`config.mk`:
```
export PLATFORM = sky130hd
export DESIGN_NAME = spi_bit_counter
export DESIGN_NICKNAME = d
export VERILOG_FILES = /design/src/rtl/spi_pkg.sv /design/src/rtl/spi_bit_counter.sv
export SDC_FILE = /design/constraint.sdc
export NUM_CORES = 1
export LEC_CHECK = 0
export BUFFER_PORTS_ARGS = -buffer_cell sky130_fd_sc_hd__buf_2
export CAP_MARGIN = 40
export CELL_PAD_IN_SITES_DETAIL_PLACEMENT = 1
export CELL_PAD_IN_SITES_GLOBAL_PLACEMENT = 1
export CORE_AREA = 10 10 54 67
export DETAILED_ROUTE_END_ITERATION = 12
export DIE_AREA = 0 0 64 77
export GPL_TIMING_DRIVEN = 1
export MAX_ROUTING_LAYER = met4
export PLACE_DENSITY = 0.67
export SYNTH_ARGS = -nofsm -noshare
export SYNTH_HDL_FRONTEND = slang
export SYNTH_SLANG_ARGS = --single-unit
```
`constraint.sdc`:
```
create_clock -name clk -period 4.3 [get_ports clk]
set_clock_uncertainty 0.2 [all_clocks]
set_input_delay 0.645 -clock clk [delete_from_list [all_inputs] [get_ports clk]]
set_output_delay 0.645 -clock clk [all_outputs]
set_load 0.01 [all_outputs]
```
`src/rtl/spi_pkg.sv`:
```
// Shared types and helpers for the SPI bit/frame counter.
package spi_pkg;

   typedef enum logic {
      IDLE = 1'b0,
      RUN  = 1'b1
   } state_t;

   // A zero or oversized request falls back to the longest frame the counter supports.
   function automatic int unsigned clamp_len(input int unsigned len, input int unsigned max_len);
      if ((len == 0) || (len > max_len)) begin
         return max_len;
      end
      return len;
   endfunction

endpackage

```
`src/rtl/spi_bit_counter.sv`:
```
// SPI bit/frame counter: counts enabled bit strobes 1..len per frame, with continuous mode and abort.
// Optional completed-frame counter (frame_cnt) when SPI_BITCNT_FRAMECNT_EN is defined.
//
// state | meaning
// ------+--------------------------------------------------------------
// IDLE  | waiting for start; count held at 0
// RUN   | counting enabled strobes up to len_q; wraps or returns to IDLE
module spi_bit_counter
   import spi_pkg::*;
#(
   parameter int FRAME_MAX = 16,
   parameter int CNT_W     = $clog2(FRAME_MAX + 1)
`ifdef SPI_BITCNT_FRAMECNT_EN
   , parameter int FCNT_W  = 8
`endif
) (
   input  logic             clk,
   input  logic             reset,
   input  logic             start,
   input  logic [CNT_W-1:0] frame_len,
   input  logic             cont,
   input  logic             enable,
   input  logic             abort,
   output logic [CNT_W-1:0] count,
   output logic             busy,
   output logic             last_bit,
   output logic             frame_done
`ifdef SPI_BITCNT_FRAMECNT_EN
   , output logic [FCNT_W-1:0] frame_cnt
`endif
);

   state_t           state;
   state_t           state_nxt;
   logic [CNT_W-1:0] len_q;
   logic             done_q;
   logic             start_ok;
   logic             wrap;

   assign start_ok = (state == IDLE) && start && !abort;
   assign wrap     = (state == RUN) && enable && (count == len_q) && !abort;

   always_ff @(posedge clk or negedge reset) begin
      if (!reset) begin
         state <= IDLE;
      end else begin
         state <= state_nxt;
      end
   end

   always_comb begin
      state_nxt = state;
      if (abort) begin
         state_nxt = IDLE;
      end else begin
         case (state)
            IDLE:    if (start) state_nxt = RUN;
            RUN:     if (wrap && !cont) state_nxt = IDLE;
            default: state_nxt = IDLE;
         endcase
      end
   end

   // On a wrap in continuous mode the completing strobe already counts as bit 1 of the next frame.
   always_ff @(posedge clk or negedge reset) begin
      if (!reset) begin
         count <= '0;
      end else if (abort || start_ok) begin
         count <= '0;
      end else if ((state == RUN) && enable) begin
         if (count == len_q) begin
            count <= cont ? CNT_W'(1) : '0;
         end else begin
            count <= count + CNT_W'(1);
         end
      end
   end

   always_ff @(posedge clk or negedge reset) begin
      if (!reset) begin
         len_q <= CNT_W'(FRAME_MAX);
      end else if (start_ok) begin
         len_q <= CNT_W'(clamp_len(32'(frame_len), FRAME_MAX));
      end
   end

   always_ff @(posedge clk or negedge reset) begin
      if (!reset) begin
         done_q <= 1'b0;
      end else begin
         done_q <= wrap;
      end
   end

`ifdef SPI_BITCNT_FRAMECNT_EN
   // Survives abort; only reset clears the completed-frame tally.
   always_ff @(posedge clk or negedge reset) begin
      if (!reset) begin
         frame_cnt <= '0;
      end else if (wrap) begin
         frame_cnt <= frame_cnt + FCNT_W'(1);
      end
   end
`endif

   assign busy       = (state == RUN);
   assign last_bit   = (state == RUN) && (count == len_q);
   assign frame_done = done_q;

endmodule

```
==> summary.md, run 1 <==
Synthesis
- mean post-synth cell area: 8.970 um^2
- post-synthesis cell area: 690.7 um^2
- largest family of logic cells by synthesized area: simple AND/OR/NAND/NOR gates
- multiplexer share of the synthesized area: 0%
- Synth cell types: 28
- share of synthesized cell area in full adder, half adder and majority cells: 3.623%
- Synth Area in XOR/XNOR: 6.341%
- simple-gate area share of the yosys netlist: 29.35%
- sequential cell area fraction in the yosys report: 43.66%
- Synth warnings: 0
- Seq cells post-synth: 12
- Synth Area in Compound Gates: 15.22%
- Cells after Synth: 77
- post-synth net total: 90

Critical path
- critical path launch point: len_q[4]
- start of the worst register-to-register path: len_q[4]
- sort of element at the start of the critical path: flop
- data arrival time at the worst-slack endpoint: 1580 ps
- Worst Setup Path Type: reg2out
- Max Fanout on Critical Path: 10
- crit path capture type: output pin
- data required time of the worst path: 3450 ps

Floorplan
- die span in x: 64 um
- number of ports placed on the die boundary: 19
- floorplan row count: 20
- starting density of the core: 29.05%
- die height: 77 um
- area of the core: 2377 um^2
- die area: 4928 um^2

Clock network
- Inserted Clock Buffers: 3
- worst skew pair latency: 270 ps
- CTS H-tree lvls: 1
- Worst-path clk slew: 80 ps
- number of sinks handled by clock tree synthesis: 12
- Max Buffers Root-to-Sink: 2
- CTS hold repair buffers: 0
- root buffer cell: clkbuf_4
- clock tree from TritonCTS: done
- buffer count from post-CTS setup fixing: 0
- cts repair resizes: 0

Detailed routing
- iteration-0 DRC count of the detailed router: 5
- top metal layer carrying routed signals: met4
- routed length on met1: 775 um
- residual DRC count: 0
- antenna-violating nets left: 0
- aggregate routed wire length: 1807 um
- routed length on met3: 124 um
- 1st-pass router iterations: 3
- met2 WL post-DR: 896 um
- detailed-route vias per instance: 4.877
- final routed wire length divided by cell count: 13.90 um
- number of vias after detailed routing: 634

STA
- shortest clock period the worst path allows after layout: 2421 ps
- Worst-Margin Slew: 306.8 ps
- portion of the clock cycle consumed by the worst path in the final layout: 56.31%
- final-layout worst hold slack: 44.82 ps
- timing-limited maximum frequency: 413.0 MHz
- unrepaired setup endpoints after global routing: no
- # setup viols final: 0
- number of hold-slack violations in the final timing report: 0
- worst relative slew slack: 79.50%
- max-slew violation count: 0
- total negative setup slack: 0 ps

Global routing
- global router's overall resource usage: 8.406%
- global-route wire length before repair: 3353 um
- number of antenna violations at the first check in global routing: 0
- pin count of the biggest net entering global routing: 13
- number of global-route vias before repair: 729
- total overflow reported by the global router: 0

Placed design
- post-DP HPWL: 1449 um
- routability congestion estimate: 0.8040
- # port buffers: 18

Layout
- fraction of layout cells with a size suffix above 1: 25.77%
- Area Overhead vs Synth: 23.01%
- commonest cells after routing, fill and taps aside: buf_2, dfrtp_1, o21ai_0, nand2_1, nor3_1
- leading cell type in the layout, fill and taps excluded: buf_2
- number of antenna repair diodes: 0
- nets: 111
- Fill cells: 297

Power
- static leakage power: 0.3848 nW
- Max rail drop VDD: 0.0001215 V
- pwr/cell area: 327.5 nW/um^2

Job
- number of violations of the max-capacitance limit: 0

Worst hold path
- worst hold path type: in2async

Run status
- result of the run: finished, final reports clean

-- state kept, by name, summed over array words and instances, names as in the netlist --
name,cells
busy,1
count,5
len_q,5
frame_done,1
-- area by class of cell --
class                      instances  area, um^2  area share [%]
sequential                        12       301.5           35.49
clock buffer                       4       36.28           4.271
multi-input combinational         62       376.6           44.33
timing repair buffer              18       90.09           10.60
tap                               33       41.29           4.860
inverter                           1       3.754          0.4418
-- final timing paths --
| check | to | slack [ps] | depth (start not counted) |
|---|---|---|---|
| setup / recovery | last_bit | 1880 | 5 |
| hold / removal | frame_done | 40 | 1 |
| setup reg to reg | count[0] | 2630 | 4 |
| hold reg to reg | len_q[4] | 290 | 2 |
| max in group asynchronous | len_q[4] | 3580 | 1 |
| min in group clk | len_q[4] | 290 | 2 |
-- power by group --
part	internal, mW	switching [mW]	total, mW
combinational	0.0221	0.0354	0.0574
sequential	0.123	0.00779	0.131
clock	0.0514	0.0386	0.0900
-- cells by family after synthesis --
group	Yosys count
adders and majority gates	2
xor gates and xnor gates	5
buffers and inverters	3
and+or+nand+nor	38
AOI/OAI and AO/OA	17
DFF	12
-- Yosys cell counts (all sizes together) --
cell / number / share of area, %
xnor2: 5 / 6.3
dfstp: 1 / 3.8
a211oi: 1 / 1.1
inv: 1 / 0.54
ha: 2 / 3.6
nand3b: 1 / 1.1
nand2: 10 / 5.8
buf: 1 / 0.72
nor2: 4 / 2.2
nand2b: 5 / 4.5
a211o: 1 / 1.3
clkbuf: 1 / 0.54
nor2b: 1 / 0.91
nand3: 5 / 4.3
nor3: 6 / 4.3
o21a: 1 / 1.1
nor4: 2 / 1.8
and4b: 1 / 1.4
a21boi: 1 / 1.1
or4: 1 / 1.1
dfrtp: 11 / 40
o21ai: 10 / 7.2
and2: 2 / 1.8
a311oi: 1 / 1.3
o211ai: 2 / 2.2
-- worst max-delay path, cell delays in order, from the launching register on --
cell and delay, ps:
dfstp_2 540, xnor2_1 130, nand3_2 200, nor2_1 170
and2_1 140, buf_2 130
-- per-stage QoR --
stage / utilization, % / area, um^2 / setup slack (ps) / instances / power [mW]
after CTS: 35.74 / 849.6 / 1851 / 130 / 0.2859
after floorplan: - / 690.7 / 2314 / 77 / 0.1713
after global placement: 34.21 / 813.3 / 2149 / 126 / 0.1899
final: 35.74 / 849.6 / 1879 / 130 / 0.2782
after global routing: 35.74 / 849.6 / 1743 / 130 / 0.3008
after detailed placement: 34.21 / 813.3 / 2067 / 126 / 0.1920
-- routing by layer --
layer  vias up  track usage, %
met5         -               -
met4         0           4.605
met3         2           3.052
met2        16           12.97
met1       302           9.106
li1        314               -
Note: power is estimated with default switching activity, not from simulation.
==> inputs of run 2 (changes only) <==
ABC_AREA = 1   (was not set)
CORE_AREA = 10 10 57 70   (was 10 10 54 67)
DIE_AREA = 0 0 67 80   (was 0 0 64 77)
clock period = 2.47 ns   (was 4.3 ns; I/O delays follow)
==> summary.md, run 2 <==
Run status
- result of the run: finished, final reports clean, unchanged

Critical path
- Max Fanout on Critical Path: 6, was 10
- sort of element at the start of the critical path: flop, unchanged
- data arrival time at the worst-slack endpoint: 1470 ps, was 1580 ps
- crit path capture type: output pin, unchanged
- data required time of the worst path: 1900 ps, was 3450 ps
- Worst Setup Path Type: reg2out, unchanged

Clock network
- worst skew pair latency: 280 ps, was 270 ps
- buffer count from post-CTS setup fixing: 0, unchanged
- number of sinks handled by clock tree synthesis: 12, unchanged
- Inserted Clock Buffers: 3, unchanged
- Worst-path clk slew: 80 ps, about the same
- root buffer cell: clkbuf_4, unchanged
- clock tree from TritonCTS: done, unchanged
- Max Buffers Root-to-Sink: 2, unchanged
- CTS H-tree lvls: 1, unchanged

Detailed routing
- aggregate routed wire length: 2072 um, was 1807 um
- residual DRC count: 0, unchanged
- iteration-0 DRC count of the detailed router: 10, was 5
- final routed wire length divided by cell count: 12.71 um, was 13.90 um
- detailed-route vias per instance: 4.595, was 4.877
- 1st-pass router iterations: 4, was 3
- number of vias after detailed routing: 749, was 634
- antenna-violating nets left: 0, unchanged

Layout
- number of antenna repair diodes: 0, unchanged
- final instance count without filler cells: 163, was 130
- largest registers ranked by flip-flop count: count (5), len_q (5), unchanged
- leading cell type in the layout, fill and taps excluded: nand2_1, was buf_2
- Area Overhead vs Synth: 23.18%, was 23.01%
- commonest cells after routing, fill and taps aside: nand2_1, buf_2, inv_1, nand3_1, dfrtp_1, was buf_2, dfrtp_1, o21ai_0, nand2_1, nor3_1
- Final Util: 35.83%, was 35.74%
- nets: 143, was 111
- post-route cell area: 950.9 um^2, was 849.6 um^2
- fraction of layout cells with a size suffix above 1: 33.33%, was 25.77%

STA
- # setup viols final: 0, unchanged
- number of hold-slack violations in the final timing report: 0, unchanged
- total negative setup slack: 0 ps, unchanged
- shortest clock period the worst path allows after layout: 2036 ps
- timing-limited maximum frequency: 491.1 MHz
- unrepaired setup endpoints after global routing: no, unchanged
- Worst-Margin Slew: 286.0 ps, was 306.8 ps
- portion of the clock cycle consumed by the worst path in the final layout: 82.44%
- max-slew violation count: 0, unchanged
- worst relative slew slack: 80.94%, was 79.50%

Worst hold path
- worst hold path type: in2reg, was in2async

Synthesis
- Synth cell types: 21, was 28
- top area cells in the synthesized netlist: dfrtp_1, nand2_1, nand3_1, was dfrtp_1, o21ai_0, xnor2_1
- share of the synthesized area in the top cell type: 35.66%, was 39.86%
- post-synth net total: 119, was 90
- Seq cells post-synth: 12, unchanged
- post-synthesis cell area: 772.0 um^2, was 690.7 um^2
- async set-reset flop share out of synthesis: 100.0%, unchanged
- Cells after Synth: 106, was 77
- cell accounting for the most synthesized area: dfrtp_1, unchanged
- most numerous cell types in the synthesized netlist: nand2_1, inv_1, nand3_1, dfrtp_1, nand2_2, was dfrtp_1, o21ai_0, nand2_1, nor3_1
- dominant synthesized flop cell: dfrtp_1, unchanged
- Synth warnings: 0, unchanged
- sequential cell area fraction in the yosys report: 39.06%, was 43.66%
- number of enable-type register cells in the synthesized netlist: 0, unchanged
- most used standard cell by instance count after synthesis: nand2_1, was dfrtp_1
- mean post-synth cell area: 7.283 um^2, was 8.970 um^2

Global routing
- pin count of the biggest net entering global routing: 13, unchanged
- total overflow reported by the global router: 0, unchanged
- number of antenna violations at the first check in global routing: 0, unchanged
- global-route wire length before repair: 3470 um, was 3353 um
- global router's overall resource usage: 8.717%, was 8.406%
- number of global-route vias before repair: 784, was 729

Placed design
- routability congestion estimate: 0.7711, was 0.8040
- Inst Count DP: 158, was 126
- # port buffers: 18, unchanged
- post-DP HPWL: 1730 um, was 1449 um
- Post-DP Area: 904.6 um^2, was 813.3 um^2

Job
- number of violations of the max-capacitance limit: 0, unchanged

Floorplan
- starting density of the core: 29.09%, was 29.05%
- die area: 5360 um^2, was 4928 um^2
- floorplan row count: 21, was 20
- die span in x: 67 um, was 64 um
- number of ports placed on the die boundary: 19, unchanged
- area of the core: 2654 um^2, was 2377 um^2
- die height: 80 um, was 77 um

Power
- pwr/cell area: 575.0 nW/um^2, was 327.5 nW/um^2
- Max rail drop VDD: 0.0002001 V, was 0.0001215 V
- static leakage power: 0.4917 nW, was 0.3848 nW

==> run 2: changes by cell type after synthesis, moves of 6 or more <==
cell | before | now
inv_1 | 1 | 12
nand2_1 | 9 | 30
nand2_2 | 1 | 8
o21ai_0 | 10 | 4
nand3_1 | 4 | 12
nor3_1 | 6 | 0
==> run 2: worst max-delay path, stage by stage (launching register included) <==
cell	delay [ps]
dfrtp_1	490
inv_2	60
nand2_2	60
nand2_2	60
nor2_2	170
nand3_4	130
nor2_1	100
buf_2	130
==> run 2: cell type report <==
| cell class | instances | area, um^2 |
|---|---|---|
| Timing Repair Buffer | 19 | 100.1 |
| Fill cell | 357 | 1703 |
| Inverter | 18 | 67.56 |
| Tap cell | 34 | 42.54 |
| Sequential cell | 12 | 301.5 |
| Clock buffer | 4 | 36.28 |
| Multi-Input combinational cell | 76 | 402.9 |
==> run 2: worst paths after layout <==
path	from	end	slack, ps	cells past startpoint
max	count[1]	last_bit	430	7
min	frame_len[1]	len_q[1]	140	3
max reg2reg	count[1]	count[4]	960	7
min reg2reg	len_q[4]	len_q[4]	320	2
max in group asynchronous	reset	len_q[4]	1510	2
min in group asynchronous	reset	len_q[0]	290	2
==> run 2: stage by stage <==
stage	setup slack, ps	hold slack (ps)	total power [mW]
after global routing	309.6	145.9	0.5844
after floorplan	799.5	-125.1	0.3421
after CTS	417.8	140.9	0.5519
after global placement	667.4	75.54	0.3853
final	433.8	137.7	0.5468
after detailed placement	645.6	72.21	0.3890
==> run 2: power breakdown <==
| group | internal [mW] | total (mW) | switching (mW) |
|---|---|---|---|
| Combinational | 0.0546 | 0.147 | 0.0929 |
| Sequential | 0.217 | 0.236 | 0.0186 |
| Clock | 0.0898 | 0.164 | 0.0738 |
==> run 2: per-layer routing <==
metal	part of all wire [%]	wire, um	vias up	global-route usage (%)
met5	0	0	-	-
met4	3.4	70	0	6.173
met3	2.3	48	5	0.7022
met2	51	1066	15	15.02
met1	43	886	348	8.967
li1	-	-	381	-
==> run 2: cell families (layout without fill, tap and decap cells) <==
kind of cell | Yosys count | after routing | share of synthesized area, %
buf+inv | 18 | 41 | 8.751
flops | 12 | 12 | 39.06
compound gates | 10 | 10 | 7.294
simple gates | 64 | 64 | 41.65
fa+ha+maj | 2 | 2 | 3.241
==> run 2: what timing repair did <==
action / CTS / global route
hold endpoints to repair: 11 / 0
resized for setup: 0 / 0
hold buffers: 1 / 0
==> inputs of run 3 (changes only) <==
clock period = 2.04 ns   (was 2.47 ns; I/O delays follow)
==> summary.md, run 3 (synthesis results as in run 2) <==
Run status
- result of the run: finished, final reports clean, unchanged

Floorplan
- area of the core: 2654 um^2, unchanged
- die area: 5360 um^2, unchanged
- number of ports placed on the die boundary: 19, unchanged
- floorplan row count: 21, unchanged
- die span in x: 67 um, unchanged
- die height: 80 um, unchanged
- starting density of the core: 29.09%, unchanged

Placed design
- # port buffers: 18, unchanged
- minimum setup slack after placement: 279.4 ps, was 645.6 ps
- Inst Count DP: 159, was 158
- Post-DP Area: 912.1 um^2, was 904.6 um^2
- routability congestion estimate: 0.7731, was 0.7711
- post-DP HPWL: 1788 um, was 1730 um

STA
- shortest clock period the worst path allows after layout: 1899 ps
- unrepaired setup endpoints after global routing: no, unchanged
- timing-limited maximum frequency: 526.6 MHz
- portion of the clock cycle consumed by the worst path in the final layout: 93.08%
- Worst-Margin Slew: 295.8 ps, was 286.0 ps
- max-slew violation count: 0, unchanged
- total negative setup slack: 0 ps, unchanged
- final-layout worst hold slack: 79.75 ps, was 137.7 ps
- number of hold-slack violations in the final timing report: 0, unchanged
- # setup viols final: 0, unchanged
- final worst slack: 141.1 ps, was 433.8 ps
- worst relative slew slack: 80.28%, was 80.94%

Critical path
- Slowest Stage Delay on Critical Path: 450 ps, was 490 ps
- data arrival time at the worst-slack endpoint: 1390 ps, was 1470 ps
- Max Fanout on Critical Path: 6, unchanged
- sort of element at the start of the critical path: flop, unchanged
- Worst Setup Path Type: reg2out, unchanged
- data required time of the worst path: 1530 ps, was 1900 ps
- crit path capture type: output pin, unchanged
- Cell Chain, Critical Path: nor2_2, nor2_2, nor2_2, nand3_4, nor2_1, buf_2, was inv_2, nand2_2, nand2_2, nor2_2, nand3_4, nor2_1, buf_2
- Crit-path slowest cell: dfrtp_2, was dfrtp_1
- most common cell type on the critical path: nor2_2, was nand2_2

Detailed routing
- final routed wire length divided by cell count: 12.86 um, was 12.71 um
- number of vias after detailed routing: 762, was 749
- 1st-pass router iterations: 2, was 4
- detailed-route vias per instance: 4.536, was 4.595
- iteration-0 DRC count of the detailed router: 9, was 10
- aggregate routed wire length: 2161 um, was 2072 um
- residual DRC count: 0, unchanged
- antenna-violating nets left: 0, unchanged

Clock network
- number of sinks handled by clock tree synthesis: 12, unchanged
- Max Buffers Root-to-Sink: 2, unchanged
- Worst-path clk slew: 80 ps, about the same
- CTS H-tree lvls: 1, unchanged
- Inserted Clock Buffers: 3, unchanged
- clock tree from TritonCTS: done, unchanged
- root buffer cell: clkbuf_4, unchanged
- worst skew pair latency: 270 ps, was 280 ps

Power
- Max rail drop VDD: 0.0005014 V, was 0.0002001 V
- pwr/cell area: 686.8 nW/um^2, was 575.0 nW/um^2
- static leakage power: 0.5140 nW, was 0.4917 nW
- post-route total power: 682.3 uW, was 546.8 uW

Global routing
- total overflow reported by the global router: 0, unchanged
- pin count of the biggest net entering global routing: 13, unchanged
- global-route track usage on met2: 16.06%, was 15.02%
- highest-utilization routing layer at the global route stage: met2, unchanged
- global-route wire length before repair: 3767 um, was 3470 um
- number of antenna violations at the first check in global routing: 0, unchanged
- met3 usage: 0.7022%, unchanged
- global router's overall resource usage: 9.208%, was 8.717%
- met1 GRT Util: 9.944%, was 8.967%
- number of global-route vias before repair: 847, was 784

Layout
- final instance count without filler cells: 168, was 163
- largest registers ranked by flip-flop count: count (5), len_q (5), unchanged
- fraction of layout cells with a size suffix above 1: 38.06%, was 33.33%
- post-route cell area: 993.5 um^2, was 950.9 um^2
- commonest cells after routing, fill and taps aside: nand2_1, buf_2, inv_1, nand3_1, dfrtp_1, unchanged
- nets: 148, was 143
- leading cell type in the layout, fill and taps excluded: nand2_1, unchanged
- Final Util: 37.44%, was 35.83%
- Area Overhead vs Synth: 28.69%, was 23.18%
- number of antenna repair diodes: 0, unchanged

Job
- number of violations of the max-capacitance limit: 0, unchanged

Worst hold path
- worst hold path type: in2reg, unchanged

## run 3: cell types whose count changed in the layout (fill, tap and decap cells not counted)
cell     delta
buf_4       +5
nor2_2      +1
nor2_1      -1
dfrtp_1     -2
dfrtp_2     +2
## run 3: what timing repair did
action	CTS	global route
gates resized for setup	0	3
endpoints found under the setup margin	0	1
setup buffers	0	4
hold endpoints to repair	12	0
hold buffers	1	0
## run 3: worst paths after layout
| kind | startpoint | endpoint | slack (ps) | depth (start not counted) |
|---|---|---|---|---|
| worst min-delay path | frame_len[1] | len_q[1] | 80 | 3 |
| min in group asynchronous | reset | len_q[1] | 240 | 2 |
| worst max-delay path | count[0] | last_bit | 140 | 6 |
| worst min register to register | len_q[4] | len_q[4] | 320 | 2 |
| worst max register to register | count[0] | count[4] | 520 | 7 |
| max in group asynchronous | reset | len_q[4] | 1120 | 2 |
## run 3: power breakdown
part / total [mW] / internal, mW / switching (mW)
Clock: 0.193 / 0.108 / 0.0850
Combinational: 0.204 / 0.0835 / 0.121
Sequential: 0.285 / 0.263 / 0.0214
## run 3: cell type report
| type | instances | area [um^2] |
|---|---|---|
| Timing Repair Buffer | 24 | 137.6 |
| Tap cell | 34 | 42.54 |
| Multi-Input combinational cell | 76 | 405.4 |
| Sequential cell | 12 | 304.0 |
| Clock buffer | 4 | 36.28 |
| Fill cell | 351 | 1660 |
| Inverter | 18 | 67.56 |
## run 3: worst max-delay path: cells and delay by family, from the launching register on
| family | cells | cell delay, ps |
|---|---|---|
| flip-flops | 1 | 450 |
| buffers and inverters | 1 | 130 |
| AND/OR/NAND/NOR | 5 | 530 |
## run 3: routing by layer
metal	routed length, um	share of wire [%]	vias up
li1	-	-	388
met1	928	43	362
met2	1161	54	10
met3	38	1.8	2
met4	34	1.6	0
met5	0	0	-
